### src/rtl/piso_seq_ctrl_pkg.sv
// Shared types for the PISO sequencing controller.
// State encoding and counter sizing helper.
package piso_seq_ctrl_pkg;

   typedef enum logic [1:0] {
      S_IDLE  = 2'd0,
      S_SHIFT = 2'd1,
      S_GAP   = 2'd2
   } state_t;

   // Counter width for a count range of n values, never below 1 bit.
   function automatic int cnt_w(input int n);
      return (n > 1) ? $clog2(n) : 1;
   endfunction

endpackage

### src/rtl/piso_shreg.sv
// Parallel-load shift register, MSB out, zero fill.
// Clear wins over load, load wins over shift.
module piso_shreg #(
   parameter int WIDTH = 8
) (
   input  logic             clk,
   input  logic             rst,
   input  logic             load,
   input  logic             shift,
   input  logic             clr,
   input  logic [WIDTH-1:0] din,
   output logic             msb
);

   logic [WIDTH-1:0] q;

   always_ff @(posedge clk or negedge rst) begin
      if (!rst) begin
         q <= '0;
      end else if (clr) begin
         q <= '0;
      end else if (load) begin
         q <= din;
      end else if (shift) begin
         q <= {q[WIDTH-2:0], 1'b0};
      end
   end

   assign msb = q[WIDTH-1];

endmodule

### src/rtl/piso_seq_ctrl.sv
// Framing and pacing controller around piso_shreg.
// Accepts a word, shifts it MSB-first, then enforces a gap.
module piso_seq_ctrl
   import piso_seq_ctrl_pkg::*;
#(
   parameter int WIDTH = 8,
   parameter int GAP   = 1
) (
   input  logic             clk,
   input  logic             rst,
   input  logic [WIDTH-1:0] in_data,
   input  logic             in_valid,
   output logic             in_ready,
   input  logic             shift_en,
   input  logic             abort,
   output logic             sout,
   output logic             sout_valid,
   output logic             sout_first,
   output logic             sout_last,
   output logic             frame_done,
   output logic             busy
);

   localparam int BW = cnt_w(WIDTH);
   localparam int GW = cnt_w(GAP + 1);
   localparam logic [BW-1:0] BIT_LAST = BW'(WIDTH - 1);
   localparam logic [GW-1:0] GAP_LAST = GW'((GAP > 0) ? GAP - 1 : 0);

   state_t        state;
   logic [BW-1:0] bitcnt;
   logic [GW-1:0] gapcnt;
   logic          live;
   logic          done_q;
   logic          msb;
   logic          take;
   logic          at_last;
   logic          in_shift;

   assign in_shift   = (state == S_SHIFT);
   assign at_last    = (bitcnt == BIT_LAST);
   // live keeps in_ready low until the first edge after reset release
   assign in_ready   = live & (state == S_IDLE);
   assign take       = in_valid & in_ready;
   assign sout_valid = in_shift;
   assign sout       = in_shift & msb;
   assign sout_first = in_shift & (bitcnt == '0);
   assign sout_last  = in_shift & at_last;
   assign frame_done = done_q;
   assign busy       = (state != S_IDLE);

   piso_shreg #(
      .WIDTH(WIDTH)
   ) u_shreg (
      .clk  (clk),
      .rst  (rst),
      .load (take),
      .shift(in_shift & shift_en & ~abort & ~at_last),
      .clr  (abort & busy),
      .din  (in_data),
      .msb  (msb)
   );

   always_ff @(posedge clk or negedge rst) begin
      if (!rst) begin
         state  <= S_IDLE;
         bitcnt <= '0;
         gapcnt <= '0;
         done_q <= 1'b0;
         live   <= 1'b0;
      end else begin
         live   <= 1'b1;
         done_q <= 1'b0;
         unique case (state)
            S_IDLE: begin
               if (take) begin
                  state  <= S_SHIFT;
                  bitcnt <= '0;
               end
            end
            S_SHIFT: begin
               if (abort) begin
                  state <= S_IDLE;
               end else if (shift_en) begin
                  if (at_last) begin
                     done_q <= 1'b1;
                     gapcnt <= '0;
                     state  <= (GAP > 0) ? S_GAP : S_IDLE;
                  end else begin
                     bitcnt <= bitcnt + 1'b1;
                  end
               end
            end
            S_GAP: begin
               if (abort) begin
                  state <= S_IDLE;
               end else if (shift_en) begin
                  if (gapcnt == GAP_LAST) begin
                     state <= S_IDLE;
                  end else begin
                     gapcnt <= gapcnt + 1'b1;
                  end
               end
            end
            default: state <= S_IDLE;
         endcase
      end
   end

endmodule

### config.mk
export PLATFORM = sky130hd
export DESIGN_NAME = piso_seq_ctrl
export DESIGN_NICKNAME = d
export VERILOG_FILES = /design/src/rtl/piso_seq_ctrl_pkg.sv /design/src/rtl/piso_shreg.sv /design/src/rtl/piso_seq_ctrl.sv
export SDC_FILE = /design/constraint.sdc
export NUM_CORES = 1
export LEC_CHECK = 0
export ABC_AREA = 1
export ABC_CLOCK_PERIOD_IN_PS = 2700
export CORE_UTILIZATION = 30
export CTS_CLUSTER_DIAMETER = 200
export CTS_CLUSTER_SIZE = 10
export DETAILED_ROUTE_END_ITERATION = 10
export GPL_TIMING_DRIVEN = 1
export PLACE_DENSITY = 0.55
export SYNTH_ARGS = -nofsm -noshare
export SYNTH_HDL_FRONTEND = slang
export SYNTH_SLANG_ARGS = --single-unit
### constraint.sdc
create_clock -name clk -period 2.7 [get_ports clk]
set_input_delay 0.27 -clock clk [delete_from_list [all_inputs] [get_ports clk]]
set_output_delay 0.27 -clock clk [all_outputs]
set_load 0.01 [all_outputs]
# Yosys cells after proc, flatten, opt, wreduce, memory -nomap -nowiden
# Cells that the tools add are included.
# Widths: inputs -> output; s select.
[word_totals]
regBits = 16
output_inout_bits = 7
[op_classes]
addsub = 2
eq_ne = 14
mux = 27
bitwise = 11
reduce_logical = 9
[op_table]
columns = ["op", "n"]
rows = [
  ["$mux 8", 3],
  ["$mux 2", 7],
  ["$ne 2x2->1 const B", 7],
  ["$mux 3", 4],
  ["$ne 3x3->1 const B", 4],
  ["$mux 1", 10],
  ["$reduce_and 5->1", 2],
  ["$and 1x1->1", 9],
  ["$pmux 2 s3", 1],
  ["$pmux 3 s2", 1],
  ["$reduce_and 6->1", 1],
  ["$reduce_bool 2->1", 3],
  ["$add 3x1->3 const B", 1],
  ["$eq 3x3->1 const B", 1],
  ["$logic_not 3->1", 1],
  ["$reduce_bool 3->1", 1],
  ["$eq 2x1->1 const B", 1],
  ["$eq 2x2->1 const B", 1],
  ["$logic_not 2->1", 1],
  ["$not 1->1", 2],
  ["$pmux 1 s2", 1],
  ["$add 1x1->1 const B", 1],
]

# Logic depth before layout (Yosys ltp)
[logic_depth]
word_depth = 7
depth_mapped = 7
mapped_depth_nobuf = 7

# Hierarchy
# From an unflattened synthesis, not the netlist that was laid out.
[unflattened]
cells_unflattened = 128
area_unflattened_um2 = 905.9
[modules_own_cells]
columns = ["module", "instances", "cells_per_inst", "area_per_inst_um2"]
rows = [
  ["piso_seq_ctrl", 1, 70, 475.5],
  ["piso_shreg", 1, 58, 430.4],
]

# Worst setup path before layout
# No wires, ideal clock.
[synth_timing]
kind = "reg-to-reg"
from = "register bitcnt[0]"
to = "register u_shreg.q[0]"
setup_time_ns = 0.119
t_arrival_ns = 1.252
path_slack_ns = 1.329
stages_incl_launch_ff = 8
synth_period_minus_slack_ns = 1.371
cell_sequence = "dfrtp_1 > ha_1 > ha_1 > inv_1 > nand3_4 > buf_6 > nand4_1 > nand2_1"
[synth_via]
elab_chain_cells = 4
[synth_rtl]
columns = ["element", "line_no", "rtl"]
rows = [
  ["from (decl)", "piso_seq_ctrl.sv:30", "logic [BW-1:0] bitcnt;"],
  ["from (signal assigned)", "piso_seq_ctrl.sv:89", "bitcnt <= bitcnt + 1'b1;"],
  ["$eq 3x3->1", "piso_seq_ctrl.sv:40", "assign at_last = (bitcnt == BIT_LAST);"],
  ["$not 1->1", "piso_seq_ctrl.sv:57", ".shift(in_shift & shift_en & ~abort & ~at_last),"],
  ["$and 1x1->1", "piso_seq_ctrl.sv:57", ""],
  ["$reduce_bool 3->1 (no source line)", "n/a", ""],
  ["to (signal assigned)", "piso_shreg.sv:23", "q <= din;"],
  ["to (signal assigned)", "piso_shreg.sv:25", "q <= {q[WIDTH-2:0], 1'b0};"],
  ["to (decl)", "piso_shreg.sv:15", "logic [WIDTH-1:0] q;"],
]
# No other way between the ends.
# A chain may end at the register's enable or synchronous reset.

# Final worst setup path
[layout_timing]
from = "register state[0]"
to = "output port in_ready"
[layout_via]
elab_chain_cells = 2
[layout_rtl]
columns = ["element", "line_no", "rtl"]
rows = [
  ["from (decl)", "piso_seq_ctrl.sv:29", "state_t state;"],
  ["from (signal assigned)", "piso_seq_ctrl.sv:87", "state <= (GAP > 0) ? S_GAP : S_IDLE;"],
  ["$logic_not 2->1", "piso_seq_ctrl.sv:42", "assign in_ready = live & (state == S_IDLE);"],
  ["$and 1x1->1", "piso_seq_ctrl.sv:42", ""],
  ["to (decl)", "piso_seq_ctrl.sv:13", "output logic in_ready,"],
]
# No other way between the ends.

==> metrics.csv <==
metric,value,unit
status,"finished, violations left",
violations,DRC,
routed_wl,1.89,mm
final-max-slew-violation-count,0,
cts_sinks,15,
hold_viol,0,
totalNegativeSetupSlack,0,ns
synth_area_leaders,"dfrtp_1 (41%), nand2_1 (16%), nand4_1 (11%)",
synth_largest_area_cell,dfrtp_1,
crit_arrival,1.72,ns
cts_tree,yes,
wl_met1,1.02,mm
grt_pass1_vias,782,
core-area,2830,um^2
fmax,502,MHz
vias_per_cell,4.87,
worstSetupStartpointType,register,
areaGrowthSynthToFinish,24.7,%
antenna_cells,0,
min_period_over_period,0.737,
critPathCaptureType,output port,
drc_errors,2,
numCtsBuffers,3,
firstDrtPassIters,7,
antenna_found_initial,0,
ant_nets,0,
grt_overflow,0,
ys_ff_latch,15,
final_common_cell,nand2_1,
rsz0062_at_grt,false,
p_per_area,756,nW/um^2
clkLatencyLatePin,0.28,ns
synth_nets,135,
ir_drop,0.362,mV
cts_root_buf,clkbuf_4,
seq_area_frac_synth,0.412,
worstPathRequired,2.43,ns
gp_congestion,0.820,
vias,814,
cap_violations,0,
final_nets,154,
fin_total_pwr,0.860,mW
ioPinCount,20,
port_buffers,19,
drive_gt1_frac,0.0882,
die_h,57.1,um
max_stage_delay,0.56,ns
drtIter0Drc,28,
min-delay-path-class,input pin to asynchronous set/reset pin,
setup_violations,0,
cp_cell_sequence,inv_2 > nand2_1 > nor2_1 > clkdlybuf4s50_1,
syn_avg_cell_area,7.73,um^2
synth_top_area_share,0.412,
relSlewSlack,0.528,
postCtsSetupRepairBufs,0,
start_util,0.322,
clk_transition_reported_paths,0.09,ns
cp_max_fo,5,
dr_wl_met2,733,um
grt_util_all_layers,0.130,
hpwl,1.39,mm
yosysUniqueCellTypes,20,
min_period,1.99,ns
yosys_warnings,0,
tightest_slew,0.706,ns
top_layer,met4,
die_w,57.1,um
p_leak,0.571,nW
route.met3.wl,104,um
crit_type,register to output port,
critPathSlowestCell,clkdlybuf4s50_1,
grt_max_degree,21,
cts_resized,0,
netlist_instances,118,
final_cell_mix,"nand2_1 (40), clkdlybuf4s50_1 (19), nand4_1 (16)",
clk_path_buf_depth,2,
wire_per_inst,11.3,um
clock_skew,0.00140,ns
cts_hold_buf,0,
grt_pass1_wl,3.34,mm
rows,19,
netlist_area,912,um^2
cts-htree-levels,1,
dieArea,3260,um^2
logic make-up after synthesis:
group,after synthesis,synth area share
flip-flops,15,0.412
buffers and inverters,17,0.0837
adder cells (fa/ha/maj),4,0.0549
AND/OR/NAND/NOR,78,0.425
other,1,0.00411
AO/OA/AOI/OAI,3,0.0206
cells in the mapped netlist:
master and n:
buf_2 1, buf_4 1, buf_6 1, clkbuf_1 2, conb_1 1, dfrtp_1 15, ha_1 4, inv_1 10
inv_2 2, nand2_1 40, nand2_4 1, nand3_1 8, nand3_2 1, nand3_4 1, nand4_1 16, nor2_1 8
nor2_4 2, nor4_1 1, o21ai_1 2, o21ai_2 1
registers in the layout, summed over array words and instances, names as in the netlist:
signal and flops:
bitcnt 3, frame_done 1, live 1, state 2
u_shreg.q 8
per-stage QoR:
step                      utilization  cells  area [um^2]  worst slack [ns]  hold slack [ns]
after floorplan                     -    118          912              1.33          -0.0256
after global placement          0.392    163         1110             0.940            0.504
after detailed placement        0.392    163         1110             0.889            0.505
after CTS                       0.402    167         1140             0.689            0.433
after global routing            0.402    167         1140             0.607            0.443
final                           0.402    167         1140             0.709            0.402
report_power, final:
part	switching [mW]	internal (mW)	total [mW]
sequential	0.0514	0.292	0.343
combinational	0.227	0.159	0.386
clock	0.0753	0.0550	0.130
layer usage:
layer,up-vias,GRT usage
met5,-,0
met4,0,0.0488
met3,5,0.0204
met2,26,0.202
met1,361,0.183
li1,422,-
worst max-delay path, delay by kind of cell (launching register included):
family                 cells  cell delay (ns)
AND/OR/NAND/NOR            2             0.30
buffers and inverters      2             0.68
flip-flops                 1             0.45
path summary, 6_finish.rpt:
check,start,endpoint,slack [ns],depth (start not counted)
max,state[0],in_ready,0.71,4
min,rst,frame_done,0.40,1
max reg2reg,state[1],u_shreg.q[5],1.14,5
min reg2reg,u_shreg.q[1],u_shreg.q[1],0.53,2
max in group asynchronous,rst,u_shreg.q[3],1.85,1
min in group clk,u_shreg.q[1],u_shreg.q[1],0.53,2
layout make-up:
type | instances | area [um^2]
fillers | 304 | 1690
multi-input cells | 86 | 460
flip-flops and latches | 15 | 375
repair buffers | 19 | 190
inverters | 12 | 45.0
well taps | 31 | 38.8
clock buffers | 3 | 22.5
clock inverters | 1 | 5.00
(Power assumes the default switching activity.)
